`config.mk`:
```
export PLATFORM = sky130hd
export DESIGN_NAME = ft245_fifo_port
export DESIGN_NICKNAME = d
export VERILOG_FILES = /design/src/rtl/ft245_pkg.sv /design/src/rtl/ft245_fifo_port_sync.sv /design/src/rtl/ft245_fifo_port.sv
export SDC_FILE = /design/constraint.sdc
export NUM_CORES = 1
export LEC_CHECK = 0
export CAP_MARGIN = 10
export CORE_MARGIN = 3
export CORE_UTILIZATION = 60
export CTS_BUF_LIST = sky130_fd_sc_hd__clkbuf_8
export DETAILED_ROUTE_END_ITERATION = 10
export DONT_BUFFER_PORTS = 1
export PLACE_DENSITY = 0.76
export SLEW_MARGIN = 20
export SYNTH_ARGS = -nofsm -noshare
export SYNTH_HDL_FRONTEND = slang
export SYNTH_HIERARCHICAL = 1
export SYNTH_SLANG_ARGS = --single-unit
```
`constraint.sdc`:
```
create_clock -name clk -period 5.4 [get_ports clk]
set_clock_uncertainty 0.2 [all_clocks]
set_input_delay 1.08 -clock clk [delete_from_list [all_inputs] [get_ports clk]]
set_output_delay 1.08 -clock clk [all_outputs]
set_load 0.01 [all_outputs]
```
`src/rtl/ft245_pkg.sv`:
```
// Shared FSM state encodings (also decoded by the debug LED map) and default
// FT245 strobe timing.
package ft245_pkg;

  localparam logic [2:0] ST_IDLE     = 3'd0;
  localparam logic [2:0] ST_RD_LOW   = 3'd1;
  localparam logic [2:0] ST_RD_HIGH  = 3'd2;
  localparam logic [2:0] ST_WR_SETUP = 3'd3;
  localparam logic [2:0] ST_WR_LOW   = 3'd4;
  localparam logic [2:0] ST_WR_HIGH  = 3'd5;

  localparam int RD_LOW_CYCLES_DEF   = 4;
  localparam int RD_HIGH_CYCLES_DEF  = 5;
  localparam int WR_SETUP_CYCLES_DEF = 1;
  localparam int WR_LOW_CYCLES_DEF   = 3;
  localparam int WR_HIGH_CYCLES_DEF  = 4;

endpackage

```
`src/rtl/ft245_fifo_port_sync.sv`:
```
// Generic multi-bit two-flop synchronizer for independent asynchronous
// level signals; reset value selectable so flags come up inactive.
module synchronizer #(
  parameter int              WIDTH       = 2,
  parameter logic [WIDTH-1:0] RESET_VALUE = '0
) (
  input  logic             clk,
  input  logic             reset_n,
  input  logic [WIDTH-1:0] d,
  output logic [WIDTH-1:0] q
);

  logic [WIDTH-1:0] meta;

  always_ff @(posedge clk or negedge reset_n) begin
    if (!reset_n) begin
      meta <= RESET_VALUE;
      q    <= RESET_VALUE;
    end else begin
      meta <= d;
      q    <= meta;
    end
  end

endmodule

```
`src/rtl/ft245_fifo_port.sv`:
```
// FT245 USB FIFO pin engine: counter-timed RD#/WR# strobes, one-byte RX
// buffer on a valid/ready stream, TX valid/ready intake, bus direction control.
module ft245_fifo_port
  import ft245_pkg::*;
#(
  parameter int RD_LOW_CYCLES   = RD_LOW_CYCLES_DEF,
  parameter int RD_HIGH_CYCLES  = RD_HIGH_CYCLES_DEF,
  parameter int WR_SETUP_CYCLES = WR_SETUP_CYCLES_DEF,
  parameter int WR_LOW_CYCLES   = WR_LOW_CYCLES_DEF,
  parameter int WR_HIGH_CYCLES  = WR_HIGH_CYCLES_DEF
) (
  input  logic       clk,
  input  logic       reset_n,
  input  logic       rxf_n_raw,
  input  logic       txe_n_raw,
  input  logic [7:0] data_bus_in_raw,
  output logic [7:0] data_bus_out,
  output logic       data_out_enable,
  output logic       rd_n,
  output logic       wr_n,
  output logic [7:0] rx_data,
  output logic       rx_valid,
  input  logic       rx_ready,
  input  logic [7:0] tx_data,
  input  logic       tx_valid,
  output logic       tx_ready,
  output logic [2:0] state_out
);

  localparam logic [3:0] RD_LOW_LOAD   = 4'(RD_LOW_CYCLES - 1);
  localparam logic [3:0] RD_HIGH_LOAD  = 4'(RD_HIGH_CYCLES - 1);
  localparam logic [3:0] WR_SETUP_LOAD = 4'(WR_SETUP_CYCLES - 1);
  localparam logic [3:0] WR_LOW_LOAD   = 4'(WR_LOW_CYCLES - 1);
  localparam logic [3:0] WR_HIGH_LOAD  = 4'(WR_HIGH_CYCLES - 1);

  logic [2:0] state;
  logic [3:0] cnt;
  logic       last_rx;
  logic [1:0] flags_s;
  logic       rxf_s, txe_s;
  logic       rx_possible, tx_possible, grant_rx, grant_tx;

  // Flags reset to 1 (inactive) so nothing starts until the pins are re-read.
  synchronizer #(.WIDTH(2), .RESET_VALUE(2'b11)) u_sync (
    .clk     (clk),
    .reset_n (reset_n),
    .d       ({rxf_n_raw, txe_n_raw}),
    .q       (flags_s)
  );

  assign rxf_s = flags_s[1];
  assign txe_s = flags_s[0];

  assign rx_possible = !rxf_s && !rx_valid;
  assign tx_possible = !txe_s && tx_valid;
  // With both requesting, serve whichever side was not served last.
  assign grant_rx    = rx_possible && (!tx_possible || !last_rx);
  assign grant_tx    = tx_possible && (!rx_possible || last_rx);
  assign tx_ready    = (state == ST_IDLE) && grant_tx;
  assign state_out   = state;

  always_ff @(posedge clk or negedge reset_n) begin
    if (!reset_n) begin
      state           <= ST_IDLE;
      cnt             <= '0;
      last_rx         <= 1'b0;
      rd_n            <= 1'b1;
      wr_n            <= 1'b1;
      data_out_enable <= 1'b0;
      data_bus_out    <= '0;
      rx_valid        <= 1'b0;
      rx_data         <= '0;
    end else begin
      if (rx_valid && rx_ready) rx_valid <= 1'b0;
      case (state)
        ST_IDLE: begin
          if (grant_rx) begin
            rd_n    <= 1'b0;
            cnt     <= RD_LOW_LOAD;
            last_rx <= 1'b1;
            state   <= ST_RD_LOW;
          end else if (grant_tx) begin
            data_bus_out    <= tx_data;
            data_out_enable <= 1'b1;
            cnt             <= WR_SETUP_LOAD;
            last_rx         <= 1'b0;
            state           <= ST_WR_SETUP;
          end
        end
        ST_RD_LOW: begin
          if (cnt == '0) begin
            rd_n     <= 1'b1;
            rx_data  <= data_bus_in_raw;
            rx_valid <= 1'b1;
            cnt      <= RD_HIGH_LOAD;
            state    <= ST_RD_HIGH;
          end else begin
            cnt <= cnt - 4'd1;
          end
        end
        ST_RD_HIGH: begin
          if (cnt == '0) state <= ST_IDLE;
          else           cnt   <= cnt - 4'd1;
        end
        ST_WR_SETUP: begin
          if (cnt == '0) begin
            wr_n  <= 1'b0;
            cnt   <= WR_LOW_LOAD;
            state <= ST_WR_LOW;
          end else begin
            cnt <= cnt - 4'd1;
          end
        end
        ST_WR_LOW: begin
          if (cnt == '0) begin
            wr_n  <= 1'b1;
            cnt   <= WR_HIGH_LOAD;
            state <= ST_WR_HIGH;
          end else begin
            cnt <= cnt - 4'd1;
          end
        end
        ST_WR_HIGH: begin
          // Bus held through the first recovery cycle for FT245 data hold time.
          data_out_enable <= 1'b0;
          if (cnt == '0) state <= ST_IDLE;
          else           cnt   <= cnt - 4'd1;
        end
        default: state <= ST_IDLE;
      endcase
    end
  end

endmodule

```
==> flow_metrics.env, run 1 <==
export IMPL_chipHeight_um=56.2
export IMPL_clk_latency_ns=0.27
export IMPL_drive_gt1_frac=0.280
export IMPL_antenna_left=0
export IMPL_hp_class="reg2reg"
export IMPL_critical_path_class="in2out"
export IMPL_cts_resized=0
export IMPL_end_kind="output port"
export IMPL_cts_root_buf="clkbuf_8"
export IMPL_cts_hold_buffers=0
export IMPL_clockBufferDepth=2
export IMPL_holdPathEnd="u_sync/q[0]"
export IMPL_slew_headroom=0.548
export IMPL_gr_total_overflow=0
export IMPL_cap_viol_max_count=0
export IMPL_postPlaceCellArea_sq_um=1530
export IMPL_layout_setup_ws_ns=2.28
export IMPL_hold_viol=0
export IMPL_dr_total_vias=969
export IMPL_power_density_nw_per_um2=633
export IMPL_synth_area_per_cell_sq_um=11.9
export IMPL_total_leakage_power_nw=0.688
export IMPL_grt_total_usage=0.191
export IMPL_drtIter0Drc=34
export IMPL_dp_hpwl_mm=2.05
export IMPL_period_needed_ns=3.12
export IMPL_min_delay_start="u_sync/meta[0]"
export IMPL_synth_largest_area_cell="dfrtp_1"
export IMPL_wl_per_cell_um=17.8
export IMPL_run_status="finished clean"
export IMPL_yosys_cell_count_top_type="dfrtp_1"
export IMPL_reg2reg_depth=7
export IMPL_crit_path_max_fanout=10
export IMPL_wirelength_mm=2.85
export IMPL_cts_buffers_inserted=5
export IMPL_tightest_slew_ns=0.678
export IMPL_post_cts_buffers=0
export IMPL_ys_flop_type="dfrtp_1"
export IMPL_arrival_ns=1.84
export IMPL_initial_core_util=0.658
export IMPL_r2r_start="cnt[0]"
export IMPL_yosysUniqueCellTypes=40
export IMPL_reg2reg_slack_ns=3.19
export IMPL_cts_tree="done"
export IMPL_place_inst=152
export IMPL_max_freq_mhz=321
export IMPL_r2r_end="cnt[2]"
export IMPL_ys_ff_latch=32
export IMPL_place_congestion=0.868
export IMPL_setup_viol=0
export IMPL_via_per_inst=6.06
export IMPL_required_ns=4.12
export IMPL_die_width_um=56.2
export IMPL_min_delay_path_depth=0
export IMPL_cts_htree_levels=2
export IMPL_final_cells=160
export IMPL_synth_warnings=6
export IMPL_pre_cts_slack_ns=2.29
export IMPL_synth_area_sq_um=1510
export IMPL_rsz0062_at_grt="no"
export IMPL_holdWs_ns=0.156
export IMPL_rows=17
export IMPL_fin_setup_tns_ns=0
export IMPL_grt_pass1_wl_mm=4.68
export IMPL_min_period_over_period=0.578
export IMPL_synth_nets=151
export IMPL_synthTopCellsByArea="dfrtp_1 43%, dfstp_2 10%, mux2_4 7.9%"
export IMPL_yosysSeqAreaShare=0.534
export IMPL_area_delta_synth_final_pct=6.45
export IMPL_path_clk_slew_ns=0.06
export IMPL_io_pins=46
export IMPL_worst_setup_path_start_kind="primary input"
export IMPL_grt_pass1_vias=1009
export IMPL_synth_common_cells="26 x dfrtp_1, 10 x nor2_1, 9 x nand2_1, 8 x mux2_2, 8 x mux2_4"
export IMPL_fin_area_sq_um=1610
export IMPL_synth_top_area_frac=0.430
export IMPL_synth_edf_count=0
export IMPL_nFillCells=175
export IMPL_async_flop_share=1.00
export IMPL_slew_violations=0
export IMPL_dr_pass1_iters=4
export IMPL_io_buffers=0
export IMPL_cts_sinks=32
export IMPL_die_area_sq_um=3160
export IMPL_drc=0
export IMPL_core_area_sq_um=2300
export IMPL_antennaDiodeCount=0
export IMPL_antenna_found_initial=0
export IMPL_grt_max_degree=33
export IMPL_syn_inst=127
export IMPL_ir_drop_uv=391
export IMPL_layout_nets=155
cell families after synthesis:
group,count (synthesis),share of synthesized area
AOI/OAI and AO/OA,31,0.147
DFF,32,0.534
adders and majority gates,2,0.0165
and+or+nand+nor,36,0.133
muxes,16,0.139
buffers and inverters,10,0.0298
cell type report:
type / count / area, sq um / share of cell area
inverters: 7 / 26.3 / 0.0163
flip-flops and latches: 32 / 808 / 0.502
clock buffers: 5 / 68.8 / 0.0427
well taps: 28 / 35.0 / 0.0218
multi-input cells: 85 / 659 / 0.409
clock inverters: 3 / 12.5 / 0.00777
flip-flops by register name, summed over array words and instances, names as in the netlist:
signal and flops:
wr_n 1, last_rx 1, data_bus_out 8, data_out_enable 1
rx_data 8, cnt 4, rd_n 1, u_sync/meta 2
state_out 3, rx_valid 1, u_sync/q 2
stage by stage:
stage / utilization / total power [mW]
after floorplan: - / 0.784
after global placement: 0.666 / 0.839
after detailed placement: 0.666 / 0.858
after CTS: 0.701 / 1.03
after global routing: 0.701 / 1.09
final: 0.701 / 1.02
how the worst max path moves through the flow:
| stage | start | endpoint | slack, ns | depth (start not counted) |
|---|---|---|---|---|
| floorplan | tx_valid | tx_ready | 2.41 | 3 |
| global placement | tx_valid | tx_ready | 2.35 | 3 |
| detailed placement | tx_valid | tx_ready | 2.29 | 3 |
| CTS | tx_valid | tx_ready | 2.28 | 3 |
| global route | tx_valid | tx_ready | 2.20 | 3 |
| finish | tx_valid | tx_ready | 2.28 | 3 |
routing by layer:
layer  routed length (um)  up-vias  share of wire  track usage
li1                     -      465              -            -
met1                 1270      464           0.45        0.231
met2                 1360       34           0.48        0.307
met3                  189        6          0.066       0.0719
met4                   27        0         0.0095       0.0780
met5                    0        -              0            0
report_power, final:
| part | leakage [nW] | internal (mW) | switching, mW |
|---|---|---|---|
| Sequential | 0.380 | 0.346 | 0.161 |
| Combinational | 0.258 | 0.190 | 0.159 |
| Clock | 0.0505 | 0.0863 | 0.0773 |
critical path, cell delays in order:
cell and delay [ns]:
nor2b_1 0.23, nand2_1 0.15, nor2_4 0.38
layout by cell type, fill, tap and decap left out:
cell / n
mux2_4: 8
o22ai_1: 2
nand2_1: 9
dfrtp_1: 26
a41o_1: 1
and2_1: 1
nor3b_2: 1
nor2b_1: 2
clkinv_2: 1
nand3_1: 2
a211oi_1: 1
o21bai_1: 1
nor4_1: 1
o31a_1: 1
clkbuf_8: 5
or3_1: 1
a31oi_1: 1
a21oi_1: 7
and4bb_4: 1
inv_1: 8
a22oi_1: 1
a22o_1: 2
o21ai_1: 1
o21ai_2: 2
ha_1: 2
a221oi_1: 1
nor2_4: 1
mux2_2: 8
nand2_2: 1
o221a_4: 1
nor4b_1: 1
nor3_1: 1
o211ai_1: 1
nand2b_1: 3
nor3_2: 1
inv_2: 1
nor2_1: 10
dfstp_2: 6
o21ai_0: 5
o311ai_0: 3
Power figures use the tool's default switching activity.
==> run 2, diff against run 1 <==
--- a/config.mk
+++ b/config.mk
@@ -7,7 +7,7 @@
 export LEC_CHECK = 0
 export CAP_MARGIN = 10
 export CORE_MARGIN = 3
-export CORE_UTILIZATION = 60
+export CORE_UTILIZATION = 58
 export CTS_BUF_LIST = sky130_fd_sc_hd__clkbuf_8
 export DETAILED_ROUTE_END_ITERATION = 10
 export DONT_BUFFER_PORTS = 1
==> constraint.sdc (replaced) <==
create_clock -name clk -period 2.7 [get_ports clk]
set_clock_uncertainty 0.2 [all_clocks]
set_input_delay 0.54 -clock clk [delete_from_list [all_inputs] [get_ports clk]]
set_output_delay 0.54 -clock clk [all_outputs]
set_load 0.01 [all_outputs]
==> run 2 against run 1 <==
- register-to-register slack got worse by 2.6 ns
- global-route usage is 0.95 points higher
- sequential share of layout area down 1.5 points
- total power is 110% higher
- sequential power up 93%
- combinational power up 120%
- sequential cell count unchanged
- critical path depth unchanged
- clock power up 130%
- cell count is 1.9% higher
- via count rose by 5.7%
- critical endpoint unchanged
==> flow_metrics.env, run 2 (synthesized netlist as in run 1, its figures left out) <==
export IMPL_run_status="finished clean"
export IMPL_path_cells="nor3_2 -> nand2_1 -> nor2_4"
export IMPL_cp_depth=3
export IMPL_die_area_sq_um=3260
export IMPL_chipHeight_um=57.1
export IMPL_crit_start="state_out[1]"
export IMPL_crit_path_max_fanout=17
export IMPL_worst_path_max_delay_cell="dfrtp_1"
export IMPL_slew_headroom=0.605
export IMPL_antenna_left=0
export IMPL_dp_hpwl_mm=2.08
export IMPL_drive_gt1_frac=0.296
export IMPL_io_pins=46
export IMPL_io_buffers=0
export IMPL_min_delay_start="rxf_n_raw"
export IMPL_ir_drop_uv=819
export IMPL_clk_latency_ns=0.28
export IMPL_grt_pass1_wl_mm=4.96
export IMPL_cts_tree="done"
export IMPL_holdWs_ns=0.0560
export IMPL_drc=0
export IMPL_tightest_slew_ns=0.593
export IMPL_cts_htree_levels=2
export IMPL_dr_pass1_iters=4
export IMPL_dr_total_vias=1024
export IMPL_gr_total_overflow=0
export IMPL_cts_hold_buffers=2
export IMPL_final_cell_mix="26 x dfrtp_1, 10 x nor2_1, 9 x nand2_1"
export IMPL_rsz0062_at_grt="no"
export IMPL_die_width_um=57.1
export IMPL_grt_max_degree=33
export IMPL_via_per_inst=6.28
export IMPL_fin_area_sq_um=1660
export IMPL_cap_viol_max_count=0
export IMPL_grt_pass1_vias=1104
export IMPL_path_clk_slew_ns=0.06
export IMPL_slew_violations=0
export IMPL_fin_setup_tns_ns=0
export IMPL_end_kind="output port"
export IMPL_hold_viol=0
export IMPL_swShare=0.389
export IMPL_max_freq_mhz=424
export IMPL_critical_path_class="reg2out"
export IMPL_initial_core_util=0.647
export IMPL_antennaDiodeCount=0
export IMPL_core_area_sq_um=2340
export IMPL_period_needed_ns=2.36
export IMPL_post_cts_buffers=0
export IMPL_place_congestion=0.907
export IMPL_final_cells=163
export IMPL_clockBufferDepth=2
export IMPL_power_switching_mw=0.821
export IMPL_layout_nets=158
export IMPL_cpPeakStageDelay_ns=0.60
export IMPL_pwr_share_clk=0.176
export IMPL_area_delta_synth_final_pct=9.76
export IMPL_reg2reg_depth=6
export IMPL_setup_viol=0
export IMPL_grt_total_usage=0.201
export IMPL_arrival_ns=1.62
export IMPL_cts_resized=0
export IMPL_worst_setup_path_start_kind="flop"
export IMPL_path_buf_inv=0
export IMPL_min_delay_path_depth=0
export IMPL_intPower_mw=1.29
export IMPL_total_leakage_power_nw=0.705
export IMPL_wirelength_mm=2.96
export IMPL_drtIter0Drc=25
export IMPL_postPlaceCellArea_sq_um=1540
export IMPL_p_comb_frac=0.360
export IMPL_hp_class="in2reg"
export IMPL_wl_per_cell_um=18.2
export IMPL_final_common_cell="dfrtp_1"
export IMPL_min_period_over_period=0.874
export IMPL_r2r_start="cnt[0]"
export IMPL_cts_root_buf="clkbuf_8"
export IMPL_power_density_nw_per_um2=1270
export IMPL_cts_buffers_inserted=5
export IMPL_p_seq_frac=0.464
export IMPL_place_inst=153
export IMPL_path_delay_family="simple AND/OR/NAND/NOR gates"
export IMPL_cts_sinks=32
export IMPL_largestRegisters="data_bus_out x8, rx_data x8, cnt x4"
export IMPL_required_ns=1.96
export IMPL_final_core_util=0.710
export IMPL_rows=17
export IMPL_antenna_found_initial=0
-- run 2: cell types whose count changed in the layout (fill, tap and decap cells not counted), sizes merged --
cell | previous run | this run
buf | 0 | 2
clkinvlp | 0 | 1
dlygate4sd3 | 0 | 1
clkbuf | 5 | 6
clkinv | 1 | 0
inv | 9 | 8
-- run 2: path summary, 6_finish.rpt --
kind	slack, ns	end
max reg2reg	0.59	cnt[2]
max	0.34	tx_ready
min	0.06	u_sync/meta[1]
min reg2reg	0.16	u_sync/q[1]
min in group asynchronous	0.50	data_bus_out[2]
max in group asynchronous	1.55	u_sync/meta[0]
-- run 2: layout make-up --
class                      count  area (sq um)
sequential                    32           808
inverter                       7          26.3
clock buffer                   6          82.6
clock inverter                 2          11.3
timing repair buffer           3          37.5
tap                           28          35.0
multi-input combinational     85           659
fill                         176           679
-- run 2: worst register-to-register path, delay by kind of cell (launching register included) --
family | cells | cell delay [ns]
compound gates | 2 | 0.54
simple gates | 2 | 0.52
flops | 1 | 0.40
fa+ha+maj | 1 | 0.21
buf+inv | 1 | 0.13
-- run 2: through the flow --
| step | total power, mW | setup slack (ns) |
|---|---|---|
| after floorplan | 1.57 | 0.787 |
| after global placement | 1.69 | 0.662 |
| after detailed placement | 1.73 | 0.599 |
| after CTS | 2.13 | 0.317 |
| after global routing | 2.26 | 0.234 |
| final | 2.11 | 0.340 |
-- run 2: per-layer routing --
metal | vias up | GRT usage | part of all wire
met2 | 45 | 0.334 | 0.52
met4 | 0 | 0.0993 | 0.019
met3 | 6 | 0.0792 | 0.076
met5 | - | 0 | 0
li1 | 472 | - | -
met1 | 501 | 0.223 | 0.39
-- run 2: power by group through the flow --
stage | Sequential, mW | Combinational (mW) | Clock [mW]
6_report | 0.977 | 0.759 | 0.372
5_1_grt | 1.01 | 0.852 | 0.404
4_1_cts | 0.981 | 0.763 | 0.384
3_5_place_dp | 0.986 | 0.743 | 0
3_3_place_gp | 0.976 | 0.718 | 0
2_1_floorplan | 0.915 | 0.654 | 0
==> run 3, diff against run 2 <==
--- a/config.mk
+++ b/config.mk
@@ -7,11 +7,11 @@
 export LEC_CHECK = 0
 export CAP_MARGIN = 10
 export CORE_MARGIN = 3
-export CORE_UTILIZATION = 58
-export CTS_BUF_LIST = sky130_fd_sc_hd__clkbuf_8
+export CORE_UTILIZATION = 50
+export CTS_BUF_LIST = sky130_fd_sc_hd__clkbuf_8 sky130_fd_sc_hd__clkbuf_16
 export DETAILED_ROUTE_END_ITERATION = 10
 export DONT_BUFFER_PORTS = 1
-export PLACE_DENSITY = 0.76
+export PLACE_DENSITY = 0.68
 export SLEW_MARGIN = 20
 export SYNTH_ARGS = -nofsm -noshare
 export SYNTH_HDL_FRONTEND = slang
==> run 3 against run 2 <==
- critical path depth is the same
- via count shrank 3.6%
- routed wire length shrank 7.3%
- worst setup slack worse by 0.0091 ns
- register-to-register slack worse by 0.05 ns
- fmax decreased by 0.38%
- cell count is 1.8% higher
- highest routed layer unchanged
- largest power group unchanged
- clock-buffer cell count unchanged
- sequential cell count is the same
==> flow_metrics.env, run 3 (synthesized netlist as in run 1, its figures left out) <==
export IMPL_cts_buffers_inserted=5
export IMPL_arrival_ns=1.63
export IMPL_wl_met2_mm=1.39
export IMPL_antennaDiodeCount=0
export IMPL_cts_root_buf="clkbuf_8"
export IMPL_tightest_slew_ns=0.604
export IMPL_cts_sinks=32
export IMPL_layout_nets=158
export IMPL_rows=19
export IMPL_wl_per_cell_um=16.5
export IMPL_critical_path_class="reg2out"
export IMPL_required_ns=1.96
export IMPL_cpPeakStageDelay_ns=0.59
export IMPL_cts_tree="done"
export IMPL_met1Wirelength_mm=1.14
export IMPL_power_density_nw_per_um2=1260
export IMPL_grt_total_usage=0.173
export IMPL_top_layer="met4"
export IMPL_pwr_share_clk=0.179
export IMPL_largestRegisters="data_bus_out x8, rx_data x8, cnt x4"
export IMPL_power_switching_mw=0.811
export IMPL_gr_total_overflow=0
export IMPL_cts_htree_levels=2
export IMPL_holdWs_ns=0.0451
export IMPL_run_status="finished clean"
export IMPL_dr_total_vias=987
export IMPL_p_comb_frac=0.358
export IMPL_intPower_mw=1.29
export IMPL_ir_drop_uv=639
export IMPL_io_buffers=0
export IMPL_initial_core_util=0.535
export IMPL_fin_setup_tns_ns=0
export IMPL_place_congestion=0.850
export IMPL_clk_latency_ns=0.29
export IMPL_worst_path_max_delay_cell="dfrtp_1"
export IMPL_via_per_inst=5.95
export IMPL_grt_pass1_wl_mm=4.54
export IMPL_p_seq_frac=0.463
export IMPL_total_leakage_power_nw=0.705
export IMPL_setup_viol=0
export IMPL_dr_pass1_iters=4
export IMPL_cts_resized=0
export IMPL_chipHeight_um=61.0
export IMPL_drive_gt1_frac=0.296
export IMPL_antenna_left=0
export IMPL_grt_pass1_vias=974
export IMPL_max_freq_mhz=422
export IMPL_crit_start="state_out[1]"
export IMPL_end_kind="output port"
export IMPL_wirelength_mm=2.74
export IMPL_route_met3_wl_um=184
export IMPL_antenna_found_initial=0
export IMPL_die_area_sq_um=3720
export IMPL_core_area_sq_um=2830
export IMPL_dp_hpwl_mm=2.00
export IMPL_period_needed_ns=2.37
export IMPL_final_common_cell="dfrtp_1"
export IMPL_drtIter0Drc=38
export IMPL_cap_viol_max_count=0
export IMPL_final_cell_mix="26 x dfrtp_1, 10 x nor2_1, 9 x nand2_1"
export IMPL_area_delta_synth_final_pct=10.0
export IMPL_path_clk_slew_ns=0.06
export IMPL_slew_headroom=0.591
export IMPL_grt_max_degree=33
export IMPL_die_width_um=61.0
export IMPL_min_delay_start="txe_n_raw"
export IMPL_path_cells="nor3_2 -> nand2_1 -> nor2_4"
export IMPL_hp_class="in2reg"
export IMPL_drc=0
export IMPL_clockBufferDepth=2
export IMPL_io_pins=46
export IMPL_crit_path_max_fanout=17
export IMPL_r2r_start="cnt[0]"
export IMPL_slew_violations=0
export IMPL_min_period_over_period=0.877
export IMPL_hold_viol=0
export IMPL_rsz0062_at_grt="no"
export IMPL_worst_setup_path_start_kind="flop"
export IMPL_swShare=0.386
-- run 3: timing repair --
| action | CTS | global route |
|---|---|---|
| hold buffers | 2 | 0 |
| endpoints found under the hold margin | 32 | 0 |
| buffers inserted | 0 | 0 |
-- run 3: path summary, 6_finish.rpt --
kind | endpoint | cells past startpoint | slack (ns)
worst max-delay path | tx_ready | 3 | 0.33
worst min-delay path | u_sync/meta[0] | 0 | 0.05
worst max register to register | cnt[2] | 7 | 0.54
worst min register to register | u_sync/q[0] | 0 | 0.16
max in group asynchronous | u_sync/q[1] | 2 | 1.57
min in group asynchronous | cnt[3] | 2 | 0.49
-- run 3: critical path, delay by kind of cell, from the launching register on --
| kind | cells | cell delay (ns) |
|---|---|---|
| DFF | 1 | 0.59 |
| and+or+nand+nor | 3 | 0.74 |
-- run 3: metal layers --
metal	vias up	track usage
met3	2	0.0894
met2	29	0.256
met5	-	0
met1	483	0.215
met4	0	0.0650
li1	473	-
-- run 3: layout make-up --
| type | count | area [sq um] |
|---|---|---|
| sequential | 32 | 808 |
| fill | 244 | 1160 |
| multi-input combinational | 85 | 659 |
| tap | 31 | 38.8 |
| clock buffer | 6 | 82.6 |
| timing repair buffer | 3 | 37.5 |
| inverter | 7 | 26.3 |
| clock inverter | 2 | 11.3 |
-- run 3: through the flow --
stage	instance area (sq um)	power (mW)	worst slack, ns	util	cells
after detailed placement	1540	1.72	0.543	0.544	156
after floorplan	1510	1.57	0.787	-	127
after global placement	1540	1.69	0.638	0.544	156
after CTS	1660	2.13	0.307	0.588	166
after global routing	1660	2.28	0.189	0.588	166
final	1660	2.10	0.331	0.588	166
-- run 3: power by group through the flow --
stage	clock (mW)	combinational, mW	sequential (mW)
2_1_floorplan	0	0.654	0.915
3_3_place_gp	0	0.717	0.977
3_5_place_dp	0	0.739	0.986
4_1_cts	0.393	0.756	0.978
5_1_grt	0.416	0.855	1.01
6_report	0.377	0.751	0.972
